## src/rtl/instr_fetch_if.sv

```systemverilog
// Instruction-memory request/acknowledge bus between the fetch stage and imem.
interface instr_fetch_if #(
    parameter int IW = 16,
    parameter int AW = 8
);
    logic          imem_req;
    logic [AW-1:0] imem_addr;
    logic          imem_ack;
    logic [IW-1:0] imem_rdata;

    modport master (
        output imem_req,
        output imem_addr,
        input  imem_ack,
        input  imem_rdata
    );

    modport slave (
        input  imem_req,
        input  imem_addr,
        output imem_ack,
        output imem_rdata
    );
endinterface

```

## src/rtl/instr_fetch.sv

```systemverilog
// Instruction fetch stage: owns the PC, fetches over a req/ack bus into a
// single-entry instruction register, handles redirects and request timeouts.
//
//  state   | meaning
//  --------+-------------------------------------------------------------
//  S_FETCH | normal operation; issue requests whenever the IR can be refilled
//  S_DRAIN | redirect arrived with a request in flight; wait for its ack,
//          | throw the data away, then restart at the saved redirect target
//  S_HALT  | a request went unanswered for TIMEOUT cycles; idle until reset
module instr_fetch #(
    parameter int            IW       = 16,
    parameter int            AW       = 8,
    parameter logic [AW-1:0] RESET_PC = '0,
    parameter int            TIMEOUT  = 15
) (
    input  logic                 clock,
    input  logic                 reset_n,
    instr_fetch_if.master        imem,
    input  logic                 stall,
    input  logic                 redirect_valid,
    input  logic [AW-1:0]        redirect_pc,
    output logic                 instr_valid,
    output logic [IW-1:0]        instr,
    output logic [3:0]           opCode,
    output logic [AW-1:0]        pc_out,
    output logic [AW-1:0]        pc_plus1,
    output logic                 fetch_err
);

    typedef enum logic [1:0] {S_FETCH, S_DRAIN, S_HALT} state_t;

    localparam logic [7:0]    TIMEOUT_CNT = 8'(TIMEOUT);
    localparam logic [AW-1:0] PC_ONE      = {{(AW-1){1'b0}}, 1'b1};

    state_t        state, state_n;
    logic [AW-1:0] pc, pc_n;
    logic [AW-1:0] saved_pc, saved_pc_n;
    logic [AW-1:0] pc_out_n;
    logic [IW-1:0] instr_n;
    logic          instr_valid_n;
    logic          fetch_err_n;
    logic [7:0]    wait_cnt, wait_cnt_n;
    logic          armed;

    logic          req;
    logic          ack;
    logic          timeout_hit;

    // Request: held through DRAIN; in FETCH asserted whenever the IR is empty
    // or being consumed right now, so a zero-wait memory sustains 1 instr/cycle.
    // 'armed' keeps the bus quiet in the first clock after reset release.
    always_comb begin
        req = 1'b0;
        if (armed) begin
            if (state == S_DRAIN)
                req = 1'b1;
            else if (state == S_FETCH)
                req = !instr_valid || !stall;
        end
    end

    assign ack         = req && imem.imem_ack;
    assign timeout_hit = req && !imem.imem_ack && (wait_cnt + 8'd1 == TIMEOUT_CNT);

    assign imem.imem_req  = req;
    assign imem.imem_addr = pc;
    assign opCode         = instr[IW-1:IW-4];
    assign pc_plus1       = pc_out + PC_ONE;

    // Next-state and datapath updates; redirect outranks ack and delivery,
    // timeout outranks everything.
    always_comb begin
        state_n       = state;
        pc_n          = pc;
        saved_pc_n    = saved_pc;
        pc_out_n      = pc_out;
        instr_n       = instr;
        instr_valid_n = instr_valid;
        fetch_err_n   = fetch_err;
        wait_cnt_n    = wait_cnt;

        case (state)
            S_FETCH: begin
                if (req)
                    wait_cnt_n = ack ? 8'd0 : wait_cnt + 8'd1;
                if (timeout_hit) begin
                    state_n       = S_HALT;
                    fetch_err_n   = 1'b1;
                    instr_valid_n = 1'b0;
                end else if (redirect_valid) begin
                    instr_valid_n = 1'b0;
                    if (req && !ack) begin
                        state_n    = S_DRAIN;
                        saved_pc_n = redirect_pc;
                    end else begin
                        pc_n = redirect_pc;
                    end
                end else if (ack) begin
                    instr_n       = imem.imem_rdata;
                    pc_out_n      = pc;
                    instr_valid_n = 1'b1;
                    pc_n          = pc + PC_ONE;
                end else if (instr_valid && !stall) begin
                    instr_valid_n = 1'b0;
                end
            end
            S_DRAIN: begin
                if (timeout_hit) begin
                    state_n       = S_HALT;
                    fetch_err_n   = 1'b1;
                    instr_valid_n = 1'b0;
                end else begin
                    if (redirect_valid)
                        saved_pc_n = redirect_pc;
                    if (ack) begin
                        pc_n       = redirect_valid ? redirect_pc : saved_pc;
                        state_n    = S_FETCH;
                        wait_cnt_n = 8'd0;
                    end else begin
                        wait_cnt_n = wait_cnt + 8'd1;
                    end
                end
            end
            S_HALT: begin
                instr_valid_n = 1'b0;
            end
            default: begin
                state_n = S_HALT;
            end
        endcase
    end

    // State and datapath registers.
    always_ff @(posedge clock or negedge reset_n) begin
        if (!reset_n) begin
            state       <= S_FETCH;
            pc          <= RESET_PC;
            saved_pc    <= '0;
            pc_out      <= '0;
            instr       <= '0;
            instr_valid <= 1'b0;
            fetch_err   <= 1'b0;
            wait_cnt    <= 8'd0;
            armed       <= 1'b0;
        end else begin
            state       <= state_n;
            pc          <= pc_n;
            saved_pc    <= saved_pc_n;
            pc_out      <= pc_out_n;
            instr       <= instr_n;
            instr_valid <= instr_valid_n;
            fetch_err   <= fetch_err_n;
            wait_cnt    <= wait_cnt_n;
            armed       <= 1'b1;
        end
    end

endmodule

```

## src/flat_wrapper.sv

```systemverilog
// flat-port wrapper written by rule: the top's interface ports become plain ports
module instr_fetch_flat 
#(
    parameter int            IW       = 16,
    parameter int            AW       = 8,
    parameter logic [AW-1:0] RESET_PC = '0,
    parameter int            TIMEOUT  = 15
)
  (clock, reset_n, stall, redirect_valid, redirect_pc, instr_valid, instr, opCode, pc_out, pc_plus1, fetch_err, imem_imem_req, imem_imem_addr, imem_imem_ack, imem_imem_rdata);
  instr_fetch_if #(.IW(IW), .AW(AW)) imem_i ();
  input  logic clock;
  input  logic reset_n;
  input  logic stall;
  input  logic redirect_valid;
  input  logic [AW-1:0] redirect_pc;
  output logic instr_valid;
  output logic [IW-1:0] instr;
  output logic [3:0] opCode;
  output logic [AW-1:0] pc_out;
  output logic [AW-1:0] pc_plus1;
  output logic fetch_err;
  output wire logic [$bits(imem_i.imem_req)-1:0] imem_imem_req;
  output wire logic [$bits(imem_i.imem_addr)-1:0] imem_imem_addr;
  input wire logic [$bits(imem_i.imem_ack)-1:0] imem_imem_ack;
  input wire logic [$bits(imem_i.imem_rdata)-1:0] imem_imem_rdata;
  assign imem_imem_req = imem_i.imem_req;
  assign imem_imem_addr = imem_i.imem_addr;
  assign imem_i.imem_ack = imem_imem_ack;
  assign imem_i.imem_rdata = imem_imem_rdata;
  instr_fetch #(.IW(IW), .AW(AW), .RESET_PC(RESET_PC), .TIMEOUT(TIMEOUT)) u_core (.clock(clock), .reset_n(reset_n), .imem(imem_i), .stall(stall), .redirect_valid(redirect_valid), .redirect_pc(redirect_pc), .instr_valid(instr_valid), .instr(instr), .opCode(opCode), .pc_out(pc_out), .pc_plus1(pc_plus1), .fetch_err(fetch_err));
endmodule
```

## config.mk

```make
export PLATFORM = sky130hd
export DESIGN_NAME = instr_fetch_flat
export DESIGN_NICKNAME = d
export VERILOG_FILES = /design/src/rtl/instr_fetch_if.sv /design/src/rtl/instr_fetch.sv /design/src/flat_wrapper.sv
export SDC_FILE = /design/constraint.sdc
export NUM_CORES = 1
export LEC_CHECK = 0
export BUFFER_PORTS_ARGS = -buffer_cell sky130_fd_sc_hd__clkbuf_2
export CAP_MARGIN = 20
export CORE_UTILIZATION = 35
export DETAILED_ROUTE_END_ITERATION = 10
export MAX_ROUTING_LAYER = met4
export SLEW_MARGIN = 5
export SYNTH_ARGS = -nofsm -noshare
export SYNTH_HDL_FRONTEND = slang
export SYNTH_SLANG_ARGS = --single-unit
```

## constraint.sdc

```tcl
create_clock -name clock -period 3 [get_ports clock]
set_input_delay 0.45 -clock clock [delete_from_list [all_inputs] [get_ports clock]]
set_output_delay 0.45 -clock clock [all_outputs]
set_load 0.005 [all_outputs]
```

==> reports/results.ini, run 1 <==
[sta]
fmax_ghz=0.402
fin_hold_ws_ns=0.182
worst_pin_slew_ns=0.756
setup_slack_ns=0.510
finClkSkew_ns=0.00911
slew_headroom_pct=49.6
rsz0062_at_grt=no
period_share_pct=83.0
finalSetupViolCount=0
report.final.slew_viol_count=0
finalSetupTns_ns=0
finalHoldViolCount=0
period_needed_ns=2.49

[synth]
ys_top_cells_by_area=dfrtp_1 46%, mux2_2 12%, ha_1 3.0%
syn-num-nets=306
yosys.area.top_type=dfrtp_1
synth_cell_types=59
syn_inst=270
netlist_area_sq_um=2900
synth_seq_cells=53
synth.most_common_cell=dfrtp_1
synthTopCellsByCount=53 x dfrtp_1, 31 x mux2_2, 21 x nor2_1
ys_warn_count=0
synth_edf_count=0
ys_seq_area_share_pct=45.7
syn_avg_cell_area_sq_um=10.7
synth_flop_cell=dfrtp_1
async_reset_ff_share_pct=100
yosys.area.top_type_share_pct=45.7

[pwr]
power_leakage_nw=1.75
power_density_nw_per_um2=361
ir_worst_vdd_v=0.000211

[worst_setup_path]
slowest_delay_ns=0.43
path_buf_inv=1
worst-path-max-fanout=25
startpoint=u_core.state[0]$_DFFE_PN0P_
crit_slowest_cell=nand2_2
crit_path_end_kind=flip-flop
critPathTopFamily=compound AO/OA/AOI/OAI gates
worstPathRequired_ns=3.21
cp.arrival_ns=2.70
crit_chain=inv_1, ha_1, a21bo_2, a21oi_4, nand2_2, mux2_2
worstSetupPathType=flip-flop to flip-flop
start_kind=flip-flop
r2r-start=u_core.state[0]$_DFFE_PN0P_

[cells_and_area]
antenna_cells=0
drive_gt1_share_pct=39.7
areaGrowthSynthToFinish_pct=18.9
fin_util_pct=43.7
final_cells=447
nets=380

[die]
core_sq_um=7890
die_w_um=93.0
die_h_um=93.0
row_count=32
pin_count=76
start_util_pct=36.8
die-area_sq_um=8650

[global_route]
grt_max_degree=31
grt_busiest_layer=met2
grtUsageTotal_pct=15.8
antenna_found_initial=0
grt_pass1_wl_mm=10.6
grt_pass1_vias=2207
grt_use_met3_pct=2.20
use_met1_pct=20.5
overflow=0
grt_use_met2_pct=25.9

[clock_network]
htreeDepth=2
post-cts-setup-buffers=0
cts_buffers=5
clk_latency_ns=0.31
clockBufferDepth=2
cts_tree=done
cts_root_buf=clkbuf_8
cts_sinks=53
cts.clk_slew.worst_paths_ns=0.11
hold_buffers=0
cts_resized=0

[route]
wl_per_cell_um=14.2
first_iter_violations=60
dr.pass1.iters=4
vias=2251
routed_wl_mm=6.34
route.detailed.drc=0
viasPerCell=5.04
ant_nets=0

[placed_design]
dp.cells=439
portBuffers=75
hpwl_mm=4.76
dp_slack_ns=0.457
globalplace.congestion=0.891

[hold_path]
min_path_type=primary input to asynchronous set/reset pin

[flow_run]
cap_violations=0

[outcome]
status=complete, no violations

-- path summary, 6_finish.rpt --
path,to,slack (ns),cells past startpoint
max,u_core.instr[12]$_DFFE_PN0P_,0.51,6
min,u_core.instr[12]$_DFFE_PN0P_,0.18,1
max reg2reg,u_core.instr[12]$_DFFE_PN0P_,0.51,6
min reg2reg,u_core.fetch_err$_DFFE_PN0P_,0.49,1
max in group asynchronous,u_core.instr_valid$_DFFE_PN0P_,2.12,2
min in group clock,u_core.instr[10]$_DFFE_PN0P_,0.36,2
-- sequential cells by signal, indices dropped and copies added (netlist names) --
| name | cells |
|---|---|
| u_core.instr | 16 |
| u_core.imem.imem_addr | 8 |
| u_core.pc_out | 8 |
| u_core.saved_pc | 8 |
| u_core.wait_cnt | 8 |
| u_core.state | 2 |
| u_core.armed | 1 |
| u_core.fetch_err | 1 |
| u_core.instr_valid | 1 |
-- power breakdown --
part	switching (mW)	internal (mW)	total [mW]
Sequential	0.0153	0.722	0.737
Clock	0.255	0.170	0.425
Combinational	0.0481	0.0358	0.0839
Total	0.319	0.928	1.25
-- layout by cell type, fill, tap and decap left out, drive strengths merged, types with 2 or more instances in the layout --
cell type | netlist | final
a21bo | 2 | 2
mux2 | 31 | 31
a22oi | 2 | 2
a211oi | 4 | 4
o211ai | 3 | 3
buf | 9 | 3
nor2b | 3 | 3
o31ai | 2 | 2
and4 | 2 | 2
o32ai | 2 | 2
xor2 | 8 | 8
o21a | 3 | 3
nor3b | 2 | 2
inv | 11 | 12
clkinvlp | 0 | 2
o22ai | 2 | 2
o21ai | 15 | 15
nand3 | 8 | 8
nor2 | 21 | 21
a21oi | 13 | 13
and3 | 4 | 4
clkbuf | 2 | 80
a22o | 3 | 3
nand2 | 20 | 20
nand4 | 4 | 4
xnor2 | 5 | 5
mux2i | 4 | 4
or2 | 2 | 2
clkinv | 2 | 2
dfrtp | 53 | 53
ha | 7 | 7
o31a | 2 | 2
nor3 | 4 | 4
-- area by class of cell --
class,instances,area (sq um)
Clock buffer,5,68.8
Multi-Input combinational cell,193,1450
Fill cell,774,4440
Inverter,13,48.8
Clock inverter,3,26.3
Tap cell,102,128
Sequential cell,53,1330
Timing Repair Buffer,78,398
-- per-stage QoR --
step / power [mW] / cell area, sq um
2_1_floorplan: 0.779 / 2900
3_3_place_gp: 0.837 / 3350
3_5_place_dp: 0.836 / 3350
4_1_cts: 1.27 / 3450
5_1_grt: 1.31 / 3450
6_report: 1.25 / 3450
-- worst reg2reg max path, cell delays in order (launching register included) --
cell,delay (ns)
dfrtp_1,0.41
inv_1,0.11
ha_1,0.34
a21bo_2,0.30
a21oi_4,0.37
nand2_2,0.44
mux2_2,0.42
-- cells by family (layout without fill, tap and decap cells) --
family / after synthesis / in the layout / synth area share (%)
flip-flops: 53 / 53 / 45.7
buffers and inverters: 24 / 99 / 4.14
XOR/XNOR: 13 / 13 / 3.93
adder cells (fa/ha/maj): 7 / 7 / 3.02
multiplexers: 35 / 35 / 13.4
other: 1 / 1 / 0.129
AO/OA/AOI/OAI: 62 / 62 / 16.7
AND/OR/NAND/NOR: 75 / 75 / 12.9
-- layer usage --
metal / routed length (um) / share of wire (%)
met1: 2990 / 47
met2: 3100 / 49
met3: 184 / 2.9
met4: 60 / 0.95
met5: 0 / 0
Note: power is estimated with default switching activity, not from simulation.
==> inputs of run 2 (changes only) <==
==> constraint.sdc (replaced) <==
create_clock -name clock -period 2.6 [get_ports clock]
set_input_delay 0.39 -clock clock [delete_from_list [all_inputs] [get_ports clock]]
set_output_delay 0.39 -clock clock [all_outputs]
set_load 0.005 [all_outputs]
==> reports/results.ini, run 2 (synthesis gave the netlist of run 1 again) <==
[outcome]
status=complete, no violations  ; unchanged

[global_route]
overflow=0  ; unchanged
grtUsageTotal_pct=15.4  ; was 15.8%
grt_pass1_vias=2170  ; was 2207
grt_pass1_wl_mm=10.4  ; was 10.6 mm
grt_max_degree=35  ; was 31
antenna_found_initial=0  ; unchanged

[cells_and_area]
largest_reg_flops=16  ; unchanged
final_common_cell=clkbuf_2  ; unchanged
areaGrowthSynthToFinish_pct=20.0  ; was 18.9%
drive_gt1_share_pct=40.4  ; was 39.7%
nets=384  ; was 380
final_cell_mix=75 x clkbuf_2, 53 x dfrtp_1, 31 x mux2_2  ; unchanged
regMostFlops=u_core.instr  ; unchanged
fin_util_pct=44.1  ; was 43.7%
antenna_cells=0  ; unchanged

[worst_setup_path]
crit_chain=inv_1, ha_1, a21bo_2, a21oi_4, nand2_2, mux2_2  ; unchanged
worstSetupPathType=flip-flop to flip-flop  ; unchanged
slowest_delay_ns=0.41  ; was 0.43 ns
endpoint=u_core.instr[7]$_DFFE_PN0P_  ; was u_core.instr[12]$_DFFE_PN0P_
crit_slowest_cell=dfrtp_1  ; was nand2_2
path_buf_inv=1  ; unchanged
start_kind=flip-flop  ; unchanged
reg2reg_slack_ns=0.19  ; was 0.51 ns
r2r-start=u_core.state[0]$_DFFE_PN0P_  ; unchanged
timing.rr.end=u_core.instr[7]$_DFFE_PN0P_  ; was u_core.instr[12]$_DFFE_PN0P_
worstPathRequired_ns=2.80  ; was 3.21 ns
critPathTopFamily=compound AO/OA/AOI/OAI gates  ; unchanged
critical_path_depth=6  ; unchanged
worst-path-max-fanout=25  ; unchanged
crit_path_end_kind=flip-flop  ; unchanged
worst_r2r_path_depth=6  ; unchanged
cp.arrival_ns=2.61  ; was 2.70 ns
startpoint=u_core.state[0]$_DFFE_PN0P_  ; unchanged

[clock_network]
clockBufferDepth=2  ; unchanged
cts_buffers=5  ; unchanged
htreeDepth=2  ; unchanged
cts.clk_slew.worst_paths_ns=0.10  ; was 0.11 ns
cts_tree=done  ; unchanged
hold_buffers=0  ; unchanged
post-cts-setup-buffers=0  ; unchanged
cts_sinks=53  ; unchanged
cts_resized=0  ; unchanged
clk_latency_ns=0.30  ; was 0.31 ns
cts_root_buf=clkbuf_8  ; unchanged

[pwr]
ir_worst_vdd_v=0.000196  ; was 0.000211 V
power.switching_mw=0.357  ; was 0.319 mW
seq_power_share_pct=59.5  ; was 59.1%
power.share.clock_pct=33.6  ; was 34.1%
p_int_mw=1.07  ; was 0.928 mW
power_density_nw_per_um2=411  ; was 361 nW/um^2
swShare_pct=25.0  ; was 25.6%
share_comb_of_total_power_pct=6.9  ; was 6.7%
power_leakage_nw=1.77  ; was 1.75 nW

[route]
first_iter_violations=51  ; was 60
routed_wl_mm=6.26  ; was 6.34 mm
route.detailed.drc=0  ; unchanged
wl_per_cell_um=13.9  ; was 14.2 um
dr.pass1.iters=4  ; unchanged
viasPerCell=5.03  ; was 5.04
vias=2270  ; was 2251
ant_nets=0  ; unchanged

[die]
die_w_um=93.0  ; unchanged
die-area_sq_um=8650  ; unchanged
start_util_pct=36.8  ; unchanged
pin_count=76  ; unchanged
die_h_um=93.0  ; unchanged
row_count=32  ; unchanged
core_sq_um=7890  ; unchanged

[hold_path]
min_path_type=primary input to asynchronous set/reset pin  ; unchanged

[sta]
report.final.slew_viol_count=0  ; unchanged
rsz0062_at_grt=no  ; unchanged
slew_headroom_pct=45.3  ; was 49.6%
period_share_pct=92.6  ; was 83.0%
fmax_ghz=0.415  ; was 0.402 GHz
fin_hold_ws_ns=0.161  ; was 0.182 ns
finClkSkew_ns=0.00253  ; was 0.00911 ns
worst_pin_slew_ns=0.820  ; was 0.756 ns
finalSetupTns_ns=0  ; unchanged
period_needed_ns=2.41  ; was 2.49 ns
finalSetupViolCount=0  ; unchanged
finalHoldViolCount=0  ; unchanged

[placed_design]
hpwl_mm=4.78  ; was 4.76 mm
globalplace.congestion=0.888  ; was 0.891
portBuffers=75  ; unchanged

[flow_run]
cap_violations=0  ; unchanged

run 2: changes by cell type in the layout (fill, tap and decap cells not counted), sizes merged:
cell,change
buf,+4
run 2: how the worst min path moves through the flow:
stage	from	to	slack [ns]
final	reset_n	u_core.instr[6]$_DFFE_PN0P_	0.16
after global routing	reset_n	u_core.instr[6]$_DFFE_PN0P_	0.21
after global placement	u_core.fetch_err$_DFFE_PN0P_	u_core.fetch_err$_DFFE_PN0P_	0.46
after detailed placement	u_core.fetch_err$_DFFE_PN0P_	u_core.fetch_err$_DFFE_PN0P_	0.46
after floorplan	reset_n	u_core.armed$_DFF_PN0_	0.09
after CTS	reset_n	u_core.instr[6]$_DFFE_PN0P_	0.19
run 2: power by group through the flow:
stage / combinational (mW) / clock, mW / sequential, mW
2_1_floorplan: 0.0364 / 0 / 0.863
3_3_place_gp: 0.101 / 0 / 0.866
3_5_place_dp: 0.101 / 0 / 0.866
4_1_cts: 0.102 / 0.503 / 0.850
5_1_grt: 0.114 / 0.536 / 0.852
6_report: 0.0989 / 0.480 / 0.850
run 2: layer usage:
metal,up-vias,track usage [%],wire [um]
li1,1120,-,-
met1,1100,20.6,2880
met2,45,25.1,3120
met3,5,2.36,202
met4,0,2.69,44
met5,-,-,0
run 2: through the flow:
stage / worst slack [ns] / instance area, sq um / total power, mW / instances
after floorplan: 0.590 / 2900 / 0.899 / 270
after global placement: 0.293 / 3380 / 0.967 / 443
after detailed placement: 0.190 / 3380 / 0.967 / 443
after CTS: 0.194 / 3480 / 1.45 / 451
after global routing: 0.0118 / 3480 / 1.50 / 451
final: 0.192 / 3480 / 1.43 / 451
run 2: area by class of cell:
| cell class | count | area [sq um] |
|---|---|---|
| repair buffers | 82 | 428 |
| multi-input cells | 193 | 1450 |
| well taps | 102 | 128 |
| clock buffers | 5 | 68.8 |
| inverters | 13 | 48.8 |
| fillers | 772 | 4410 |
| clock inverters | 3 | 26.3 |
| flip-flops and latches | 53 | 1330 |
